[src/rtl/ptw_arb_pkg.sv]
// Shared types for the page-table-walk port arbiter: FSM states and requester IDs.
package ptw_arb_pkg;

  typedef enum logic [1:0] {
    StIdle  = 2'd0,
    StIssue = 2'd1,
    StWait  = 2'd2,
    StDrain = 2'd3
  } arb_state_e;

  typedef enum logic {
    ReqI = 1'b0,
    ReqD = 1'b1
  } req_id_e;

  localparam int unsigned NumReq = 2;

endpackage

[src/rtl/ptw_req_slot.sv]
// One-deep request slot: captures a TLB request pulse and tracks it until its response returns.
module ptw_req_slot #(
  parameter int unsigned ADDR_WIDTH = 64
) (
  input  logic                  CLK,
  input  logic                  RST_N,
  input  logic                  req_valid,
  input  logic [ADDR_WIDTH-1:0] req_addr,
  input  logic                  grant,
  input  logic                  free,
  output logic                  pending,
  output logic [ADDR_WIDTH-1:0] addr,
  output logic                  proto_err
);

  logic                  pending_q, pending_d;
  logic                  inflight_q, inflight_d;
  logic [ADDR_WIDTH-1:0] addr_q, addr_d;
  logic                  busy;

  always_comb begin
    busy       = pending_q | inflight_q;
    pending_d  = pending_q;
    inflight_d = inflight_q;
    addr_d     = addr_q;
    // A pulse on an occupied slot is dropped and flagged.
    proto_err  = req_valid & busy;
    if (req_valid && !busy) begin
      pending_d = 1'b1;
      addr_d    = req_addr;
    end
    if (grant) begin
      pending_d  = 1'b0;
      inflight_d = 1'b1;
    end
    if (free) begin
      inflight_d = 1'b0;
    end
  end

  always_ff @(posedge CLK or negedge RST_N) begin
    if (!RST_N) begin
      pending_q  <= 1'b0;
      inflight_q <= 1'b0;
      addr_q     <= '0;
    end else begin
      pending_q  <= pending_d;
      inflight_q <= inflight_d;
      addr_q     <= addr_d;
    end
  end

  assign pending = pending_q;
  assign addr    = addr_q;

endmodule

[src/rtl/ptw_port_arbiter.sv]
// Round-robin sharing of one AXI read port between ITLB and DTLB page-table walks,
// with a response timeout that faults the walk and drains the late response.
module ptw_port_arbiter
  import ptw_arb_pkg::*;
#(
  parameter int unsigned ADDR_WIDTH     = 64,
  parameter int unsigned DATA_WIDTH     = 64,
  parameter int unsigned TIMEOUT_CYCLES = 1024,
  parameter int unsigned CNT_WIDTH      = 11
) (
  input  logic                  CLK,
  input  logic                  RST_N,
  input  logic                  I_REQ_VALID,
  input  logic [ADDR_WIDTH-1:0] I_REQ_ADDR,
  output logic                  I_RESP_VALID,
  output logic [DATA_WIDTH-1:0] I_RESP_DATA,
  output logic                  I_ACCESS_FAULT,
  input  logic                  D_REQ_VALID,
  input  logic [ADDR_WIDTH-1:0] D_REQ_ADDR,
  output logic                  D_RESP_VALID,
  output logic [DATA_WIDTH-1:0] D_RESP_DATA,
  output logic                  D_ACCESS_FAULT,
  output logic                  M_REQ_VALID,
  output logic [ADDR_WIDTH-1:0] M_REQ_ADDR,
  input  logic                  M_REQ_READY,
  input  logic                  M_RESP_VALID,
  input  logic [DATA_WIDTH-1:0] M_RESP_DATA,
  input  logic                  M_RESP_ERR,
  output logic                  BUSY,
  output logic                  PROTO_ERR
);

  localparam logic [CNT_WIDTH-1:0] CntLast = CNT_WIDTH'(TIMEOUT_CYCLES - 1);
  localparam logic [CNT_WIDTH-1:0] CntMax  = {CNT_WIDTH{1'b1}};
  localparam logic [CNT_WIDTH-1:0] CntOne  = CNT_WIDTH'(1);

  logic [NumReq-1:0]                 slot_pending, slot_grant, slot_free, slot_proto;
  logic [NumReq-1:0][ADDR_WIDTH-1:0] slot_addr;

  arb_state_e                        state_q, state_d;
  req_id_e                           owner_q, owner_d, last_q, last_d, win;
  logic [CNT_WIDTH-1:0]              cnt_q, cnt_d;
  logic                              m_valid_q, m_valid_d;
  logic [ADDR_WIDTH-1:0]             m_addr_q, m_addr_d;
  logic [NumReq-1:0]                 resp_valid_q, resp_valid_d;
  logic [NumReq-1:0]                 resp_fault_q, resp_fault_d;
  logic [NumReq-1:0][DATA_WIDTH-1:0] resp_data_q, resp_data_d;
  logic                              busy_q, busy_d;
  logic                              proto_q, proto_d;

  ptw_req_slot #(.ADDR_WIDTH(ADDR_WIDTH)) u_slot_i (
    .CLK       (CLK),
    .RST_N     (RST_N),
    .req_valid (I_REQ_VALID),
    .req_addr  (I_REQ_ADDR),
    .grant     (slot_grant[ReqI]),
    .free      (slot_free[ReqI]),
    .pending   (slot_pending[ReqI]),
    .addr      (slot_addr[ReqI]),
    .proto_err (slot_proto[ReqI])
  );

  ptw_req_slot #(.ADDR_WIDTH(ADDR_WIDTH)) u_slot_d (
    .CLK       (CLK),
    .RST_N     (RST_N),
    .req_valid (D_REQ_VALID),
    .req_addr  (D_REQ_ADDR),
    .grant     (slot_grant[ReqD]),
    .free      (slot_free[ReqD]),
    .pending   (slot_pending[ReqD]),
    .addr      (slot_addr[ReqD]),
    .proto_err (slot_proto[ReqD])
  );

  always_comb begin
    state_d      = state_q;
    owner_d      = owner_q;
    last_d       = last_q;
    cnt_d        = cnt_q;
    m_valid_d    = m_valid_q;
    m_addr_d     = m_addr_q;
    resp_valid_d = '0;
    resp_fault_d = '0;
    resp_data_d  = resp_data_q;
    slot_grant   = '0;
    slot_free    = '0;
    proto_d      = proto_q | (|slot_proto);

    // On a tie the requester that was not served last wins.
    win = ReqI;
    if (&slot_pending) begin
      win = (last_q == ReqI) ? ReqD : ReqI;
    end else if (slot_pending[ReqD]) begin
      win = ReqD;
    end

    unique case (state_q)
      StIdle: begin
        if (|slot_pending) begin
          slot_grant[win] = 1'b1;
          owner_d         = win;
          last_d          = win;
          m_valid_d       = 1'b1;
          m_addr_d        = slot_addr[win];
          state_d         = StIssue;
        end
        if (M_RESP_VALID) proto_d = 1'b1;
      end
      StIssue: begin
        if (M_REQ_READY) begin
          m_valid_d = 1'b0;
          cnt_d     = '0;
          state_d   = StWait;
        end
        if (M_RESP_VALID) proto_d = 1'b1;
      end
      StWait: begin
        if (M_RESP_VALID) begin
          resp_valid_d[owner_q] = 1'b1;
          resp_fault_d[owner_q] = M_RESP_ERR;
          resp_data_d[owner_q]  = M_RESP_DATA;
          slot_free[owner_q]    = 1'b1;
          state_d               = StIdle;
        end else if (cnt_q == CntLast) begin
          resp_valid_d[owner_q] = 1'b1;
          resp_fault_d[owner_q] = 1'b1;
          resp_data_d[owner_q]  = '0;
          slot_free[owner_q]    = 1'b1;
          state_d               = StDrain;
        end else if (cnt_q != CntMax) begin
          cnt_d = cnt_q + CntOne;
        end
      end
      StDrain: begin
        // The response belonging to the timed-out request is discarded here.
        if (M_RESP_VALID) state_d = StIdle;
      end
      default: state_d = StIdle;
    endcase

    busy_d = (state_d != StIdle);
  end

  always_ff @(posedge CLK or negedge RST_N) begin
    if (!RST_N) begin
      state_q      <= StIdle;
      owner_q      <= ReqI;
      last_q       <= ReqD;
      cnt_q        <= '0;
      m_valid_q    <= 1'b0;
      m_addr_q     <= '0;
      resp_valid_q <= '0;
      resp_fault_q <= '0;
      resp_data_q  <= '0;
      busy_q       <= 1'b0;
      proto_q      <= 1'b0;
    end else begin
      state_q      <= state_d;
      owner_q      <= owner_d;
      last_q       <= last_d;
      cnt_q        <= cnt_d;
      m_valid_q    <= m_valid_d;
      m_addr_q     <= m_addr_d;
      resp_valid_q <= resp_valid_d;
      resp_fault_q <= resp_fault_d;
      resp_data_q  <= resp_data_d;
      busy_q       <= busy_d;
      proto_q      <= proto_d;
    end
  end

  assign I_RESP_VALID   = resp_valid_q[ReqI];
  assign I_RESP_DATA    = resp_data_q[ReqI];
  assign I_ACCESS_FAULT = resp_fault_q[ReqI];
  assign D_RESP_VALID   = resp_valid_q[ReqD];
  assign D_RESP_DATA    = resp_data_q[ReqD];
  assign D_ACCESS_FAULT = resp_fault_q[ReqD];
  assign M_REQ_VALID    = m_valid_q;
  assign M_REQ_ADDR     = m_addr_q;
  assign BUSY           = busy_q;
  assign PROTO_ERR      = proto_q;

endmodule

[config.mk]
export PLATFORM = sky130hd
export DESIGN_NAME = ptw_port_arbiter
export DESIGN_NICKNAME = d
export VERILOG_FILES = /design/src/rtl/ptw_arb_pkg.sv /design/src/rtl/ptw_req_slot.sv /design/src/rtl/ptw_port_arbiter.sv
export SDC_FILE = /design/constraint.sdc
export NUM_CORES = 1
export LEC_CHECK = 0
export ABC_AREA = 1
export BUFFER_PORTS_ARGS = -buffer_cell sky130_fd_sc_hd__clkbuf_2
export CORE_MARGIN = 8
export CORE_UTILIZATION = 35
export CTS_CLUSTER_DIAMETER = 80
export DETAILED_ROUTE_END_ITERATION = 8
export PLACE_DENSITY = 0.63
export SETUP_SLACK_MARGIN = 0.3
export SYNTH_ARGS = -nofsm -noshare
export SYNTH_HDL_FRONTEND = slang
export SYNTH_SLANG_ARGS = --single-unit
[constraint.sdc]
create_clock -name CLK -period 2.1 [get_ports CLK]
set_clock_uncertainty 0.15 [all_clocks]
set_input_delay 0.21 -clock CLK [delete_from_list [all_inputs] [get_ports CLK]]
set_output_delay 0.21 -clock CLK [all_outputs]
set_load 0.02 [all_outputs]
# Word-level counts from Yosys, hierarchy flattened
# Index checks and enable logic that the tools add are counted.
[totals]
out_inout_bits = 199
ramBits = 0
n_memories = 0
latchBits = 0
elab_cells = 109
rom_bits = 0
input_bits = 199
regBits = 346
[op_classes]
div_mod_pow = 0
muxes = 45
mul = 0
shift = 0
n_reduce_logical = 23
bitwise = 8
order_cmp = 4
addsub = 1
eq_ne = 10
[op_table]
columns = ["cell", "n"]
rows = [
  ["128-bit 2-to-1 mux", 2],
  ["64-bit 2-to-1 mux", 3],
  ["128-bit AND", 1],
  ["128-bit bitwise mux", 1],
  ["128-bit NOT", 1],
  ["64-bit demux with 1-bit select", 1],
  ["11-bit 2-to-1 mux", 4],
  ["2-bit 2-to-1 mux", 12],
  ["11-bit case mux with 2 select lines", 1],
  ["1-bit 2-to-1 mux", 17],
  ["2-bit nonzero test", 8],
  ["11-bit by 1-bit adder with 11-bit output, second input constant", 1],
  ["11-bit by 10-bit equality test with 1-bit output, second input constant", 1],
  ["11-bit != test, second input constant", 1],
  ["2-bit != test, second input constant", 5],
  ["2-bit case mux with 4 select lines", 1],
  ["2-bit AND reduction", 3],
  ["2-bit OR reduction", 3],
  ["5-bit AND reduction", 1],
  ["2-bit equality test, second input constant", 2],
  ["1-bit logical AND", 4],
  ["1-bit by 2-bit < comparator with 1-bit output, second input constant", 2],
  ["1-bit OR", 3],
  ["3-bit AND reduction", 1],
  ["other kinds (8)", 12],
]

# Longest topological paths before layout
[depth]
depth_word = 10
mapped_depth = 10
mapped_depth_nobuf = 9

# By module
# From an unflattened synthesis, not the netlist that was laid out.
[hier_totals]
hier_cells = 1655
hier_area_um2 = 14745.4
[modules_own_cells]
columns = ["mod", "area_each_um2", "seq_area_each_um2", "n_inst", "cells_per_inst"]
rows = [
  ["ptw_port_arbiter", 9437.8, 5356.4, 1, 1081],
  ["ptw_req_slot", 2653.8, 1651.6, 2, 287],
]

# Worst setup path before layout
# Ideal clock, no wire load.
[synth_timing]
path_kind = "reg2reg"
start = "reg cnt_q[0]"
end = "reg resp_data_q, in the netlist I_RESP_DATA[55]"
stages_incl_launch_ff = 11
arrival_time_ns = 1.511
path_buffers = 2
slack_ns = 0.321
setup_time_ns = 0.117
synth_period_minus_slack_ns = 1.779
t_required_ns = 1.833
path_cell_list = "dfrtp_1 ha_1 nand2_1 nor2_4 nand4_1 nand2_2 nand2_2 buf_6 buf_6 nand2_1 nand2_1"
[synth_between]
elab_chain_cells = 3
[synth_rtl]
columns = ["element", "line_no", "text"]
rows = [
  ["start, declared", "ptw_port_arbiter.sv:42", "logic [CNT_WIDTH-1:0] cnt_q, cnt_d;"],
  ["start signal, assigned", "ptw_port_arbiter.sv:161", "cnt_q <= cnt_d;"],
  ["11-bit by 10-bit equality test with 1-bit output", "ptw_port_arbiter.sv:124", "end else if (cnt_q == CntLast) begin"],
  ["2-bit nonzero test (no source line)", "--", ""],
  ["2-bit AND reduction (no source line)", "--", ""],
  ["end signal, assigned", "ptw_port_arbiter.sv:166", "resp_data_q <= resp_data_d;"],
  ["end, declared", "ptw_port_arbiter.sv:47", "logic [NumReq-1:0][DATA_WIDTH-1:0] resp_data_q, resp_data_d;"],
]
# Every way passes these cells.
# A chain may end at the register's enable or synchronous reset.

# Worst setup path in the final report
[layout_timing]
start = "reg cnt_q[1]"
end = "reg resp_data_q, in the netlist I_RESP_DATA[31]"
# The elaborated chain is that of the path after synthesis.

==> summary.md <==
| Metric | Value |
|---|---|
| Fraction of layout instances using a drive strength above 1 | `~31%` |
| Grt total ovfl | `0` |
| Sequential share of power | `between 30% and 40%` |
| FF-to-FF Start | `cnt_q[1]` |
| Initial Util | `35.53%` |
| Syn nets | `1701` |
| Most common cell after layout, fill and taps aside | `nand2_1` |
| Top FF cell, synth | `dfrtp_1` |
| Largest net degree at the start of global routing | `just under 70` |
| Combinational share of power | `approximately two fifths` |
| Highest metal used | `met5` |
| Setup TNS | `0 ns` |
| Worst EP arrival | `between 2 and 2.5 ns` |
| Fraction of the mapped netlist area in adder cells | `0.08821%` |
| CP Capture Type | `register` |
| Peak VDD IR | `a little under 0.8 mV` |
| Core Region | `39910 um2` |
| Worst min-delay path category | `input port to asynchronous set/reset pin` |
| CP Data Required Time | `between 2 and 2.5 ns` |
| Fin nets | `around 2300` |
| Startpoint types | `register` |
| Max-slew violation count | `0` |
| Synth Area in Simple Gates | `24.05%` |
| Port Buffers | `397` |
| CTS tree | `built` |
| Path depth of the worst reg2reg path | `10` |
| Initial antenna violation count | `6` |
| IO Pins | `a little under 400` |
| GRT Util Overall | `20.28%` |
| Dpl hpwl | `slightly above 30000 um` |
| Distinct cells, synth | `28` |
| CTS buffer count | `40` |
| Post-Syn Instances | `around 1500` |
| Met2 routed WL | `between 20000 and 25000 um` |
| Met1 WL | `between 20000 and 25000 um` |
| Synth Area in Compound Gates | `5.416%` |
| Least-Margin Pin Slew | `roughly 0.52 ns` |
| CTS H-tree depth | `2` |
| Clock tree buffer depth | `3` |
| WS Path Type | `register to register` |
| Total wire length | `approximately 51000 um` |
| Async set-reset flop share out of synthesis | `100.0%` |
| #FFs+latches synth | `between 300 and 400` |
| CTS root buf | `clkbuf_16` |
| Post-synth EDFFs | `0` |
| Sequential area share after synthesis | `between 60 and 70%` |
| Unrepaired setup endpoints after global routing | `true` |
| Final setup fails | `0` |
| Die W | `about 220 um` |
| First-pass GRT wire length | `around 78000 um` |
| Clock power share | `around 22%` |
| Post-synthesis mux area share | `between 5 and 6%` |
| Clk sink count | `between 300 and 400` |
| DR WL met3 | `around 4500 um` |
| FP Rows | `73` |
| Xor and xnor area share after synthesis | `0.1235%` |
| Max_slew headroom | `between 60% and 70%` |
| Main combinational cell family by area after synthesis | `simple AND/OR/NAND/NOR gates` |
| Min Tclk post-route | `1.843 ns` |
| Routed len/inst | `approximately 19 um` |
| Pwr Density | `1485 nW/um2` |
| Internal | `between 15 and 20 mW` |
| Syn-to-layout area delta | `46.54%` |
| Routed Antenna Nets | `0` |
| Mean Syn Cell Area | `9.449 um2` |
| Vias per std cell | `5.094` |
| P_leak | `roughly 11 nW` |
| Via count | `around 13000` |
| Die ar. | `between 40000 and 50000 um2` |
| Maxcap violations | `0` |
| Routability Congestion | `0.8950` |
| Crit-path max FO | `8` |
| Crit share post-route | `between 80 and 90%` |
| Initial DRT Pass Iterations | `5` |
| Final hold violation count | `0` |
| Worst skew pair latency | `between 0.5 and 0.6 ns` |
| Syn Std Cell Area | `~14000 um2` |
| Switching share of power | `around two fifths` |
| Worst-path clk slew | `approximately 0.060 ns` |
| Critical path origin | `cnt_q[1]` |
| Synth warn | `0` |
| Status | `complete, no violations` |
| Die height | `about 220 um` |
| Sw Pwr | `around 13 mW` |
| DR iter-0 viols | `around 1500` |
| Residual DRC | `0` |
| Most frequent cells in the layout | `nand2_1, clkbuf_2, dfrtp_1` |
| Vias in the first global route | `between 10000 and 15000` |
| Max Fclk | `around 540 MHz` |
| Total power | `30.87 mW` |
## cell usage after synthesis (2+ instances only)
cell type	count	share of area, %
a21oi_1	3	0.11
nand3_1	14	0.49
nor2_4	2	0.16
nand4_1	133	5.9
o21ai_0	123	4.3
buf_1	8	0.21
buf_2	27	0.95
nor2_1	83	2.2
clkbuf_2	4	0.14
a21oi_2	2	0.12
inv_1	21	0.56
or2_2	3	0.13
mux2_2	64	5.1
clkbuf_1	60	1.6
buf_6	8	0.64
nand2_1	566	15
nand2_2	4	0.18
xor2_1	2	0.12
inv_2	4	0.11
dfrtp_1	345	61
o21ai_1	18	0.64
## sequential cells by signal (all words and copies together) (netlist names), 11 cells and up
signal and count:
u_slot_d.addr 64, I_RESP_DATA 64, D_RESP_DATA 64, cnt_q 11, M_REQ_ADDR 64, u_slot_i.addr 64
## final cells by class
type	instances	area, um2
Tap cell	525	656.9
Clock buffer	54	1145
Clock inverter	10	131.4
Timing Repair Buffer	657	4921
Multi-Input combinational cell	1023	5161
Antenna cell	5	12.51
Sequential cell	346	8661
Inverter	25	96.34
Fill cell	3517	19130
## logic make-up after synthesis
kind of cell | count (synthesis)
mux | 64
flops | 346
compound gates | 150
xor+xnor | 2
buf+inv | 132
fa+ha+maj | 1
simple gates | 806
## timing repair
item,in CTS,in global routing
pin swaps,3,3
setup endpoints to repair,145,195
gates cloned,5,6
buffers inserted,9,2
gates resized for setup,9,65
endpoints found under the hold margin,609,0
hold buffers,199,0
## path summary, 6_finish.rpt
| kind | endpoint | slack [ns] |
|---|---|---|
| max | I_RESP_DATA[31] | 0.26 |
| min | D_RESP_DATA[63] | 0.08 |
| max in group asynchronous | M_REQ_ADDR[61] | 1.05 |
| min reg2reg | I_RESP_DATA[45] | 0.32 |
| min in group CLK | u_slot_i.addr[36] | 0.26 |
| max reg2reg | I_RESP_DATA[31] | 0.26 |
## critical path, cell delays in order, from the launching register on
cell and delay [ns]:
dfrtp_1 0.40, ha_4 0.18, nand2_4 0.06, nor2_4 0.10
nand4_1 0.11, nand2_2 0.16, nand2_8 0.10, buf_12 0.18
clkbuf_16 0.18, nand2_1 0.06, nand2_1 0.04
## layer usage
layer / GRT usage [%] / vias to the layer above
met4: 7.913 / 2
met3: 5.645 / 105
met2: 32.23 / 698
met5: 0 / -
met1: 26.05 / 6521
li1: - / 6148
## per-stage QoR
step	cell area, um2	hold WS, ns	cells	worst slack (ns)	utilization [%]
2_1_floorplan	14180	-0.2356	1501	0.3214	-
3_3_place_gp	16890	0.03053	2355	0.2579	42.31
3_5_place_dp	16890	0.03531	2355	0.1645	42.31
4_1_cts	20410	0.04259	2632	0.2685	51.12
5_1_grt	20780	0.07370	2644	0.2075	52.07
6_report	20780	0.07591	2645	0.2566	52.07
## power by group through the flow
stage / sequential, mW / combinational (mW) / clock [mW]
finish: 11.7 / 12.3 / 6.86
global route: 12.0 / 13.5 / 7.27
CTS: 11.5 / 11.9 / 7.03
detailed placement: 11.6 / 11.4 / 0
global placement: 11.5 / 11.1 / 0
floorplan: 13.1 / 5.12 / 0
Note: power is estimated with default switching activity, not from simulation.
